File: src/rtl/ultrasonic_ping_scheduler.sv
// ultrasonic_ping_scheduler
// Time-shares up to NUM_SENSORS ultrasonic rangers so only one sensor pings at
// a time. Enabled sensors are visited round-robin. Each ping raises the trigger,
// times the echo pulse and posts one distance result (in cm) or a timeout.
//
// Ports
//   clk          system clock
//   reset_l      asynchronous reset, active low
//   enable       1 = keep scheduling; 0 = stop once the current ping is done
//   sensor_mask  bit i includes sensor i in the rotation (sampled in SELECT)
//   echo         raw echo pins, asynchronous to clk
//   trigger      trigger pins, at most one high at a time
//   dist_data    distance in cm, 16'hFFFF on timeout (held between reports)
//   dist_sensor  sensor index of the last result (held)
//   dist_timeout 1 = last result was a timeout (held)
//   dist_valid   one-cycle pulse when dist_* are updated
//   busy         1 whenever the scheduler is not idle
module ultrasonic_ping_scheduler #(
  parameter int NUM_SENSORS    = 4,
  parameter int TRIG_CYCLES    = 500,
  parameter int TIMEOUT_CYCLES = 1_500_000,
  parameter int GUARD_CYCLES   = 500_000,
  parameter int DIST_DIV       = 2900,
  parameter int CNT_W          = 24
) (
  input  logic                   clk,
  input  logic                   reset_l,
  input  logic                   enable,
  input  logic [NUM_SENSORS-1:0] sensor_mask,
  input  logic [NUM_SENSORS-1:0] echo,
  output logic [NUM_SENSORS-1:0] trigger,
  output logic [15:0]            dist_data,
  output logic [2:0]             dist_sensor,
  output logic                   dist_timeout,
  output logic                   dist_valid,
  output logic                   busy
);

  localparam int SEL_W = (NUM_SENSORS > 1) ? $clog2(NUM_SENSORS) : 1;

  typedef enum logic [2:0] {
    S_IDLE      = 3'd0,
    S_SELECT    = 3'd1,
    S_TRIG      = 3'd2,
    S_WAIT_RISE = 3'd3,
    S_MEASURE   = 3'd4,
    S_REPORT    = 3'd5,
    S_GUARD     = 3'd6
  } state_t;

  state_t                 r_state;
  logic [NUM_SENSORS-1:0] r_echo_meta;
  logic [NUM_SENSORS-1:0] r_echo_sync;
  logic [NUM_SENSORS-1:0] r_echo_prev;
  logic [SEL_W-1:0]       r_cur;
  logic [SEL_W-1:0]       r_rr;
  logic [CNT_W-1:0]       r_cnt;
  logic [CNT_W-1:0]       r_presc;
  logic [15:0]            r_cm;
  logic [NUM_SENSORS-1:0] r_trigger;
  logic [15:0]            r_dist_data;
  logic [2:0]             r_dist_sensor;
  logic                   r_dist_timeout;
  logic                   r_dist_valid;
  logic                   r_busy;

  logic [SEL_W-1:0]       w_next_sel;
  logic [NUM_SENSORS-1:0] w_sel_onehot;
  logic                   w_mask_any;
  logic                   w_echo_cur;
  logic                   w_echo_rise;

  // First set mask bit strictly after the round-robin pointer, wrapping; a
  // single enabled sensor therefore picks itself again.
  function automatic logic [SEL_W-1:0] f_next_sel(input logic [NUM_SENSORS-1:0] mask,
                                                  input logic [SEL_W-1:0]       rr);
    logic [SEL_W-1:0] sel;
    logic [SEL_W-1:0] idx;
    logic             found;
    sel   = rr;
    found = 1'b0;
    for (int k = 1; k <= NUM_SENSORS; k++) begin
      idx = SEL_W'((int'(rr) + k) % NUM_SENSORS);
      if (!found && mask[idx]) begin
        sel   = idx;
        found = 1'b1;
      end else begin
        found = found;
      end
    end
    return sel;
  endfunction

  assign w_next_sel  = f_next_sel(sensor_mask, r_rr);
  assign w_mask_any  = |sensor_mask;
  // Only the selected channel is ever looked at, so echo on others is ignored.
  assign w_echo_cur  = r_echo_sync[r_cur];
  assign w_echo_rise = r_echo_sync[r_cur] & ~r_echo_prev[r_cur];

  // One-hot trigger pattern for the sensor chosen in SELECT.
  always_comb begin
    w_sel_onehot             = '0;
    w_sel_onehot[w_next_sel] = 1'b1;
  end

  // Two-flop echo synchroniser plus a delayed copy for edge detection.
  always_ff @(posedge clk or negedge reset_l) begin
    if (!reset_l) begin
      r_echo_meta <= '0;
      r_echo_sync <= '0;
      r_echo_prev <= '0;
    end else begin
      r_echo_meta <= echo;
      r_echo_sync <= r_echo_meta;
      r_echo_prev <= r_echo_sync;
    end
  end

  // Ping scheduler FSM; results are registered on entry to REPORT so that
  // dist_valid is high exactly for the REPORT cycle.
  always_ff @(posedge clk or negedge reset_l) begin
    if (!reset_l) begin
      r_state        <= S_IDLE;
      r_cur          <= '0;
      r_rr           <= SEL_W'(NUM_SENSORS - 1);
      r_cnt          <= '0;
      r_presc        <= '0;
      r_cm           <= 16'd0;
      r_trigger      <= '0;
      r_dist_data    <= 16'd0;
      r_dist_sensor  <= 3'd0;
      r_dist_timeout <= 1'b0;
      r_dist_valid   <= 1'b0;
      r_busy         <= 1'b0;
    end else begin
      r_dist_valid <= 1'b0;
      case (r_state)
        S_IDLE: begin
          if (enable && w_mask_any) begin
            r_state <= S_SELECT;
            r_busy  <= 1'b1;
          end else begin
            r_busy  <= 1'b0;
          end
        end
        S_SELECT: begin
          // Mask may have been cleared since the decision to come here.
          if (w_mask_any) begin
            r_cur     <= w_next_sel;
            r_trigger <= w_sel_onehot;
            r_cnt     <= '0;
            r_state   <= S_TRIG;
          end else begin
            r_state   <= S_IDLE;
            r_busy    <= 1'b0;
          end
        end
        S_TRIG: begin
          if (r_cnt == CNT_W'(TRIG_CYCLES - 1)) begin
            r_trigger <= '0;
            r_cnt     <= '0;
            r_state   <= S_WAIT_RISE;
          end else begin
            r_cnt     <= r_cnt + CNT_W'(1);
          end
        end
        S_WAIT_RISE: begin
          if (w_echo_rise) begin
            r_cm    <= 16'd0;
            r_presc <= '0;
            r_cnt   <= '0;
            r_state <= S_MEASURE;
          end else if (r_cnt == CNT_W'(TIMEOUT_CYCLES - 1)) begin
            r_dist_valid   <= 1'b1;
            r_dist_sensor  <= 3'(r_cur);
            r_dist_data    <= 16'hFFFF;
            r_dist_timeout <= 1'b1;
            r_state        <= S_REPORT;
          end else begin
            r_cnt <= r_cnt + CNT_W'(1);
          end
        end
        S_MEASURE: begin
          if (!w_echo_cur) begin
            r_dist_valid   <= 1'b1;
            r_dist_sensor  <= 3'(r_cur);
            r_dist_data    <= r_cm;
            r_dist_timeout <= 1'b0;
            r_state        <= S_REPORT;
          end else if (r_cnt == CNT_W'(TIMEOUT_CYCLES - 1)) begin
            r_dist_valid   <= 1'b1;
            r_dist_sensor  <= 3'(r_cur);
            r_dist_data    <= 16'hFFFF;
            r_dist_timeout <= 1'b1;
            r_state        <= S_REPORT;
          end else begin
            r_cnt <= r_cnt + CNT_W'(1);
            // Prescaler turns echo-high cycles into whole centimetres.
            if (r_presc == CNT_W'(DIST_DIV - 1)) begin
              r_presc <= '0;
              if (r_cm != 16'hFFFF) begin
                r_cm <= r_cm + 16'd1;
              end else begin
                r_cm <= r_cm;
              end
            end else begin
              r_presc <= r_presc + CNT_W'(1);
            end
          end
        end
        S_REPORT: begin
          r_rr    <= r_cur;
          r_cnt   <= '0;
          r_state <= S_GUARD;
        end
        S_GUARD: begin
          if (r_cnt == CNT_W'(GUARD_CYCLES - 1)) begin
            r_cnt <= '0;
            if (enable && w_mask_any) begin
              r_state <= S_SELECT;
            end else begin
              r_state <= S_IDLE;
              r_busy  <= 1'b0;
            end
          end else begin
            r_cnt <= r_cnt + CNT_W'(1);
          end
        end
        default: begin
          r_state   <= S_IDLE;
          r_trigger <= '0;
          r_busy    <= 1'b0;
        end
      endcase
    end
  end

  assign trigger      = r_trigger;
  assign dist_data    = r_dist_data;
  assign dist_sensor  = r_dist_sensor;
  assign dist_timeout = r_dist_timeout;
  assign dist_valid   = r_dist_valid;
  assign busy         = r_busy;

endmodule

File: config.mk
export PLATFORM = sky130hd
export DESIGN_NAME = ultrasonic_ping_scheduler
export DESIGN_NICKNAME = d
export VERILOG_FILES = /design/src/rtl/ultrasonic_ping_scheduler.sv
export SDC_FILE = /design/constraint.sdc
export NUM_CORES = 1
export LEC_CHECK = 0
export ABC_AREA = 1
export ABC_CLOCK_PERIOD_IN_PS = 2210
export CAP_MARGIN = 10
export CORE_MARGIN = 2
export CORE_UTILIZATION = 25
export DETAILED_ROUTE_END_ITERATION = 16
export HOLD_SLACK_MARGIN = 0.12
export PLACE_DENSITY = 0.41
export SETUP_SLACK_MARGIN = 0.1
export SYNTH_ARGS = -nofsm -noshare
export SYNTH_HDL_FRONTEND = slang
export SYNTH_SLANG_ARGS = --single-unit
File: constraint.sdc
create_clock -name clk -period 2.21 [get_ports clk]
set_input_delay 0.442 -clock clk [delete_from_list [all_inputs] [get_ports clk]]
set_output_delay 0.442 -clock clk [all_outputs]
set_load 0.005 [all_outputs]
==> run metrics, run 1 <==
CTS Buf Count=9; critical path arrival=2180 ps; TritonCTS clock tree=done; core area=0.0259 sq mm; PortBufs=36; Worst Path Buf+Inv=2; Die W=166 microns; ys async rst share=100%; Synth Instances=927; GRT Resource Usage Total=14.3%; Synth Area in Simple Gates=37.2%; Max Cap Viol=0; syn nets=941; PD cells=928 mW/mm^2; Die ar.=0.0276 sq mm; Synth Flop Type=dfrtp_1; total number of vias=6071; Worst EP required=2460 ps; Synth Area in XOR/XNOR=3.06%; crit-path max cell delay=460 ps; CP Capture Type=flip-flop; WS Path Type=flip-flop to flip-flop; Critical Path, Cell by Cell=ha_1 > nand3_1 > inv_1 > nand2_1 > nor2_1 > o21ai_1 > nand2_4 > buf_12 > nand2_1 > o21ai_2; status=finished clean; multi-input logic area=0.00334 sq mm; Max transition margin=70.2%; # IOs=37; layout cells sized above 1=12.8%; final wirelength=19200 microns; FF+latch count, synth=109; 1st-iter DRT viols=440; Root Buffer=clkbuf_16; Final Max Slew Viols=0; EDFF count, synth=0; Remaining Overflow, GRT=0; Ys Warns=0; drt pass-1 iters=5; Clock Sinks=109; placer congestion estimate=0.842; clk slew on worst S/H paths=90 ps; CTS Buffer Depth=2; crit-path most repeated cell=nand2_1; setup tns final=0 ps; H-tree Lvls=3; post-route antenna net violation count=0; worst IR drop on VDD=0.358 mV; CP Launch Type=flip-flop; number of cell rows=59; Slowest-stage cell, CP=dfrtp_1; DRC=0; final period utilization=87.3%; RSZ-0062 raised after global routing=no; post-synthesis compound-gate area fraction=9.50%; highest net fanout along the worst path=16; Final Hold Viols=0; vias per std cell=4.56; post-DP HPWL=13900 microns; FMAX=0.518 GHz; Initial Util=25.4%; wire per inst=14.4 microns; synth unique cells=41; Reg area=0.00273 sq mm; Adder-Cell Fraction of Synth Area=0.571%; Crit path max-delay family=simple AND/OR/NAND/NOR gates; Layout area overhead=20.6%; largest family of logic cells by synthesized area=simple AND/OR/NAND/NOR gates; Mapped Area=0.00657 sq mm; Syn Area/Cell=7.09 sq um; Final Total Pwr=7.36 mW; die height=166 microns; worst clock skew=18.4 ps; actual slew at the worst max-slew pin=447 ps; Nets=1006; largest net degree at the start of global routing=66; antenna violations before repair=0; Leak Pwr=3.53 nW; final setup violation count=0; sequential-to-total area share from yosys stat=41.5%; clock latency at the later pin of the worst-skew pair=370 ps; first-pass GRT wire length=32200 microns; n_diodes=0; Tmin final=1930 ps; # fillers=2797; mux cell area share after synthesis=0%; vias in the first global route=5983; Hold WC Path Type=flip-flop to flip-flop
## power breakdown
group	internal, mW	switching, mW
logic	1.20	1.93
registers	2.29	0.257
clock network	0.795	0.889
total	4.29	3.07
## cells in the mapped netlist (3+ instances only)
cell type	number	area, sq um
a21oi_1	21	105
buf_2	11	55.1
buf_6	3	33.8
clkbuf_1	7	26.3
dfrtp_1	107	2680
ha_1	3	37.5
inv_1	99	372
inv_2	7	26.3
nand2_1	264	991
nand2_2	11	68.8
nand3_1	96	480
nand3_2	4	40.0
nand4_1	22	138
nor2_1	114	428
nor2_2	3	18.8
nor2_4	3	33.8
nor3_1	21	105
o211ai_1	3	22.5
o21ai_0	37	185
o21ai_2	15	131
o22ai_1	17	106
or2_2	13	81.3
xnor2_1	3	26.3
xor2_1	20	175
## sequential cells by signal, indices dropped and copies added (netlist names), 2 cells and up
| signal | cells |
|---|---|
| dist_sensor | 3 |
| r_rr | 2 |
| r_cnt | 24 |
| r_cur | 2 |
| r_presc | 24 |
| r_echo_sync | 4 |
| r_echo_prev | 4 |
| trigger | 4 |
| r_state | 3 |
| r_cm | 16 |
| dist_data | 16 |
| r_echo_meta | 4 |
## metrics by stage
stage          hold slack, ps  worst slack, ps  instance area (sq um)  util [%]  std cells
2_1_floorplan             146              429                   6570         -        927
3_3_place_gp              333             99.8                   7520      29.0       1308
3_5_place_dp              335             73.6                   7520      29.0       1308
4_1_cts                   357              162                   7820      30.2       1325
5_1_grt                   363              103                   7930      30.6       1332
6_report                  354              281                   7930      30.6       1332
## final timing paths
kind,from,endpoint,slack (ps),cells past startpoint
max,r_cm[0],r_cm[11],280,10
min,r_echo_meta[1],r_echo_sync[1],350,0
max reg2reg,r_cm[0],r_cm[11],280,10
min reg2reg,r_echo_meta[1],r_echo_sync[1],350,0
max in group asynchronous,reset_l,r_presc[17],1260,3
min in group asynchronous,reset_l,r_cnt[4],590,3
## cell usage in the layout, fill, tap and decap left out, drive strengths merged
master	synthesis	layout
a21oi	22	22
dfstp	2	2
nand4	22	22
xnor2	3	3
o211ai	3	3
nand2	277	277
dlygate4sd3	0	1
nor3	21	21
o21ai	54	54
nor2	120	120
xor2	20	20
o2111ai	1	1
clkinvlp	0	1
nand3	100	100
o31ai	1	1
o21bai	1	1
or2	13	13
nand3b	2	2
nor4	2	2
a22oi	1	1
clkdlybuf4s50	0	35
dfrtp	107	107
clkbuf	7	10
nor3b	1	1
o22ai	17	17
inv	107	110
a21o	1	1
o21a	1	1
ha	3	3
clkinv	0	3
a31o	1	1
buf	17	41
## layout make-up
type / instances / share of cell area, %
tap: 335 / 5.29
timing repair buffer: 78 / 9.42
sequential: 109 / 34.5
clock buffer: 9 / 2.84
multi-input combinational: 687 / 42.1
clock inverter: 7 / 0.821
inverter: 107 / 5.10
## routing by layer
layer	vias to the layer above	track usage [%]	routed length [microns]
li1	3126	-	-
met1	2839	20.0	9600
met2	89	23.1	8780
met3	17	2.22	597
met4	0	3.82	238
met5	-	0	0
## cells by family (layout without fill, tap and decap cells)
group | Yosys count | in the layout
fa+ha+maj | 3 | 3
simple gates | 558 | 558
compound gates | 103 | 103
xor+xnor | 23 | 23
buf+inv | 131 | 201
flops | 109 | 109
## repair_timing
action / 4_1_cts / 5_1_grt
hold endpoints to repair: 54 / 0
setup endpoints to repair: 0 / 65
resized for setup: 0 / 12
hold buffers: 1 / 0
setup buffers: 0 / 5
No activity file was read; power rests on OpenSTA's default activity.
==> run 2: changes to the inputs <==
--- a/config.mk
+++ b/config.mk
@@ -12,8 +12,9 @@
 export CORE_UTILIZATION = 25
 export DETAILED_ROUTE_END_ITERATION = 16
 export HOLD_SLACK_MARGIN = 0.12
-export PLACE_DENSITY = 0.41
+export PLACE_DENSITY = 0.52
 export SETUP_SLACK_MARGIN = 0.1
+export SKIP_CTS_REPAIR_TIMING = 1
 export SYNTH_ARGS = -nofsm -noshare
 export SYNTH_HDL_FRONTEND = slang
 export SYNTH_SLANG_ARGS = --single-unit
==> run metrics, run 2 (synthesis gave the netlist of run 1 again) <==
status=finished clean; most frequent cells in the layout=nand2_1, nor2_1, dfrtp_1; highest net fanout along the worst path=17 (+1); Non-Filler Instances=1322 (-0.75%); n_diodes=0 (unchanged); vias in the first global route=5954 (-0.48%); # IOs=37 (unchanged); worst IR drop on VDD=0.407 mV (+14%); first-pass GRT wire length=30100 microns (-6.7%); layout cells sized above 1=12.0% (-0.88 points); number of cell rows=59 (unchanged); PortBufs=36 (unchanged); vias per std cell=4.58 (+0.51%); Final Max Slew Viols=0 (unchanged); largest net degree at the start of global routing=45 (-32%); Final Total Pwr=7.42 mW (+0.76%); worst hold start=r_echo_meta[2]; DRC=0 (unchanged); Die W=166 microns (unchanged); Max Cap Viol=0 (unchanged); die height=166 microns (unchanged); hold path endpoint=r_echo_sync[2]; clk slew on worst S/H paths=80 ps (about the same); final period utilization=87.9% (+0.65 points); Tmin final=1940 ps (+14.3 ps); wire per inst=13.5 microns (-6.2%); reg2reg path depth=14 (+4); worst clock skew=8.07 ps (-10.4 ps); placed insts=1301 (-0.54%); reg2reg setup slack=270 ps (about the same); CTS Buffer Depth=2 (unchanged); final wirelength=17900 microns (-6.9%); placer congestion estimate=0.907 (+7.6%); CP Launch Type=flip-flop; Largest regs=r_cnt x24, r_presc x24; critical path arrival=2230 ps (+50 ps); H-tree Lvls=3 (unchanged); most common cell after layout, fill and taps aside=nand2_1; Max transition margin=63.3% (-6.9 points); Root Buffer=clkbuf_16; Clock Sinks=109 (unchanged); Nets=996 (-0.99%); setup tns final=0 ps (unchanged); Initial Util=25.4% (unchanged); PD cells=937 mW/mm^2 (+0.89%); TritonCTS clock tree=done; Final WS setup=267 ps (-14.3 ps); post-DP HPWL=13000 microns (-6.2%); drt pass-1 iters=5 (unchanged); FMAX=0.515 GHz (-0.74%); total number of vias=6056 (-0.25%); Hold WC Path Type=flip-flop to flip-flop; core area=0.0259 sq mm (unchanged); antenna violations before repair=0 (unchanged); Final Hold Viols=0 (unchanged); WS Path Type=flip-flop to flip-flop; Crit Reg-Reg Endpoint=r_cm[7]; Die ar.=0.0276 sq mm (unchanged); post-route antenna net violation count=0 (unchanged); Leak Pwr=3.50 nW (-0.88%); final setup violation count=0 (unchanged); hold depth=0 (unchanged); Remaining Overflow, GRT=0 (unchanged); actual slew at the worst max-slew pin=545 ps (+98.5 ps); CP Capture Type=flip-flop; post-layout util=30.6% (-0.039 points); clock latency at the later pin of the worst-skew pair=360 ps (about the same); CTS Buf Count=9 (unchanged); dpl ws=34.5 ps (-39.1 ps); Worst EP required=2500 ps (+40 ps); RSZ-0062 raised after global routing=yes; Layout area overhead=20.5%; worst reg2reg startpoint=r_cnt[0]; 1st-iter DRT viols=378 (-14%); GRT Resource Usage Total=13.1% (-1.2 points)
## run 2: cell count changes in the layout (fill, tap and decap cells not counted), sizes merged
cell / previous run / this run
buf: 41 / 31
clkinvlp: 1 / 0
inv: 110 / 109
bufinv: 0 / 2
## run 2: power breakdown
group	internal (mW)	switching (mW)
Clock	1.01	0.817
Combinational	1.16	1.87
Sequential	2.29	0.265
Total	4.47	2.95
## run 2: per-layer routing
metal / vias to the layer above / routed length [microns] / track usage, %
met4: 0 / 191 / 3.10
met5: - / 0 / 0
li1: 3099 / - / -
met2: 108 / 8160 / 21.3
met3: 16 / 657 / 2.43
met1: 2833 / 8890 / 18.2
## run 2: layout make-up
cell class | instances | area [sq um]
flip-flops and latches | 109 | 2730
well taps | 335 | 419
fillers | 2799 | 18000
clock buffers | 9 | 225
repair buffers | 68 | 688
clock inverters | 7 | 108
inverters | 107 | 409
multi-input cells | 687 | 3340
## run 2: worst max-delay path by stage
stage | startpoint | slack [ps] | cells past startpoint | to
floorplan | r_cnt[0] | 430 | 14 | r_cm[2]
global placement | sensor_mask[3] | 80 | 12 | trigger[2]
detailed placement | sensor_mask[2] | 30 | 9 | r_cnt[23]
CTS | r_cnt[1] | 80 | 12 | r_cnt[10]
global route | r_cnt[0] | 80 | 12 | r_cnt[5]
finish | r_cnt[0] | 270 | 14 | r_cm[7]
## run 2: worst max-delay path: stages, from the launching register on
cell and delay, ps:
dfrtp_1 390, ha_2 190, nand2_1 70, inv_1 100
nand2_2 90, nor2_1 140, nand3_2 120, nand2_2 100
nand2_2 80, nand2_4 120, inv_8 70, nand2_4 110
buf_12 150, nand2_1 70, o21ai_2 60
## run 2: metrics by stage
step	hold WS, ps	cell area [sq um]
2_1_floorplan	146	6570
3_3_place_gp	336	7480
3_5_place_dp	339	7480
4_1_cts	56.3	7820
5_1_grt	359	7920
6_report	348	7920
==> run 3: changes to the inputs <==
--- a/config.mk
+++ b/config.mk
@@ -6,10 +6,10 @@
 export NUM_CORES = 1
 export LEC_CHECK = 0
 export ABC_AREA = 1
-export ABC_CLOCK_PERIOD_IN_PS = 2210
+export ABC_CLOCK_PERIOD_IN_PS = 2100
 export CAP_MARGIN = 10
-export CORE_MARGIN = 2
 export CORE_UTILIZATION = 25
+export CTS_CLUSTER_SIZE = 14
 export DETAILED_ROUTE_END_ITERATION = 16
 export HOLD_SLACK_MARGIN = 0.12
 export PLACE_DENSITY = 0.52
==> constraint.sdc (replaced) <==
create_clock -name clk -period 2.1 [get_ports clk]
set_input_delay 0.42 -clock clk [delete_from_list [all_inputs] [get_ports clk]]
set_output_delay 0.42 -clock clk [all_outputs]
set_load 0.005 [all_outputs]
==> run metrics, run 3 (synthesis gave the netlist of run 1 again) <==
post-DP HPWL=12600 microns (-3.0%); M1 WL=8760 microns (-1.4%); antenna violations before repair=0 (unchanged); Final Instance Area=0.00816 sq mm (+3.0%); final setup violation count=0 (unchanged); worst clock skew=6.74 ps (-1.34 ps); Final WS setup=186 ps (-80.6 ps); Max transition margin=57.1% (-6.2 points); Layout area overhead=24.1%; layout cells sized above 1=15.3% (+3.3 points); # fillers=2696 (-3.7%); CTS Buffer Depth=2 (unchanged); Remaining Overflow, GRT=0 (unchanged); actual slew at the worst max-slew pin=643 ps (+97.9 ps); wire per inst=13.5 microns (-0.64%); n_diodes=0 (unchanged); TritonCTS clock tree=done; PortBufs=36 (unchanged); # IOs=37 (unchanged); DRC=0 (unchanged); Reg area=0.00274 sq mm (+0.14%); largest net degree at the start of global routing=110 (+140%); core area=0.0255 sq mm (-1.7%); Final Max Slew Viols=0 (unchanged); critical path arrival=2170 ps (-60 ps); clock latency at the later pin of the worst-skew pair=360 ps (about the same); vias in the first global route=5717 (-4.0%); Largest regs=r_cnt x24, r_presc x24; CTS Buf Count=9 (unchanged); dpl ws=-20.6 ps (-55.1 ps); vias per std cell=4.55 (-0.76%); worst IR drop on VDD=0.494 mV (+21%); Nets=1017 (+2.1%); total number of vias=6083 (+0.45%); FMAX=0.523 GHz (+1.5%); Root Buffer=clkbuf_16; CP Capture Type=flip-flop; CP Launch Type=flip-flop; Tmin final=1910 ps (-29.4 ps); Post-DP Area=0.00753 sq mm (+0.59%); 1st-iter DRT viols=384 (+1.6%); PD cells=990 mW/mm^2 (+5.7%); drt pass-1 iters=7 (+2); multi-input logic area=0.00342 sq mm (+2.4%); final wirelength=18000 microns (+0.56%); Die W=164 microns (-1.2%); placer congestion estimate=0.930 (+2.5%); Final Hold Viols=0 (unchanged); post-layout util=32.0% (+1.5 points); met2 routed WL=8390 microns (+2.8%); most common cell after layout, fill and taps aside=nand2_1; Non-Filler Instances=1338 (+1.2%); routed wl met3=616 microns (-6.2%); Die ar.=0.0269 sq mm (-2.4%); number of cell rows=58 (-1.7%); first-pass GRT wire length=29100 microns (-3.4%); Worst EP required=2350 ps (-150 ps); placed insts=1306 (+0.38%); DR top layer=met4; Hold WC Path Type=primary input to async pin; RSZ-0062 raised after global routing=yes; Final Total Pwr=8.08 mW (+8.9%); Clock Sinks=109 (unchanged); GRT Resource Usage Total=13.5% (+0.40 points); H-tree Lvls=3 (unchanged); most frequent cells in the layout=nand2_1, nor2_1, dfrtp_1; final period utilization=91.1% (+3.2 points); post-route antenna net violation count=0 (unchanged); Leak Pwr=3.64 nW (+3.9%); WS Path Type=flip-flop to flip-flop; highest net fanout along the worst path=8 (-9); status=finished clean; Max Cap Viol=0 (unchanged); clk slew on worst S/H paths=80 ps (about the same); Initial Util=25.8% (+0.44 points); die height=164 microns (-1.2%)
[run 3: cell type report]
type | count | share of cell area, %
Clock buffer | 10 | 2.93
Inverter | 107 | 4.96
Sequential cell | 109 | 33.5
Clock inverter | 6 | 0.982
Timing Repair Buffer | 89 | 10.6
Tap cell | 330 | 5.06
Multi-Input combinational cell | 687 | 41.9
[run 3: layer usage]
layer / global-route usage, % / vias up
li1: - / 3144
met1: 18.5 / 2807
met2: 22.2 / 113
met3: 1.94 / 19
met4: 3.66 / 0
met5: 0 / -
[run 3: power by group]
group          leakage (nW)  internal (mW)  total (mW)  switching [mW]
combinational          2.04           1.45        3.57            2.11
sequential             1.44           2.41        2.66           0.251
clock                 0.153          0.983        1.85           0.863
[run 3: worst max-delay path: stages, from the launching register on]
cell,delay (ps)
dfrtp_1,510
nand2_1,170
nor2_4,250
nor2_1,100
a21oi_2,150
nand2_4,90
inv_4,130
nand2_8,90
clkbuf_16,180
nand2_1,70
o21ai_2,50
[run 3: worst paths after layout]
kind	to	depth (start not counted)	slack, ps	start
setup / recovery	r_cm[6]	10	190	r_state[1]
min in group clk	r_echo_sync[2]	0	350	r_echo_meta[2]
hold / removal	r_cnt[6]	2	80	reset_l
max in group asynchronous	r_cnt[14]	2	1470	reset_l
setup reg to reg	r_cm[6]	10	190	r_state[1]
hold reg to reg	r_echo_sync[2]	0	350	r_echo_meta[2]
[run 3: through the flow]
step | hold WS, ps | TNS [ps]
6_report | 76.0 | 0
5_1_grt | 184 | 0
4_1_cts | 151 | 0
3_5_place_dp | 339 | -39.8
3_3_place_gp | 336 | 0
2_1_floorplan | 124 | 0
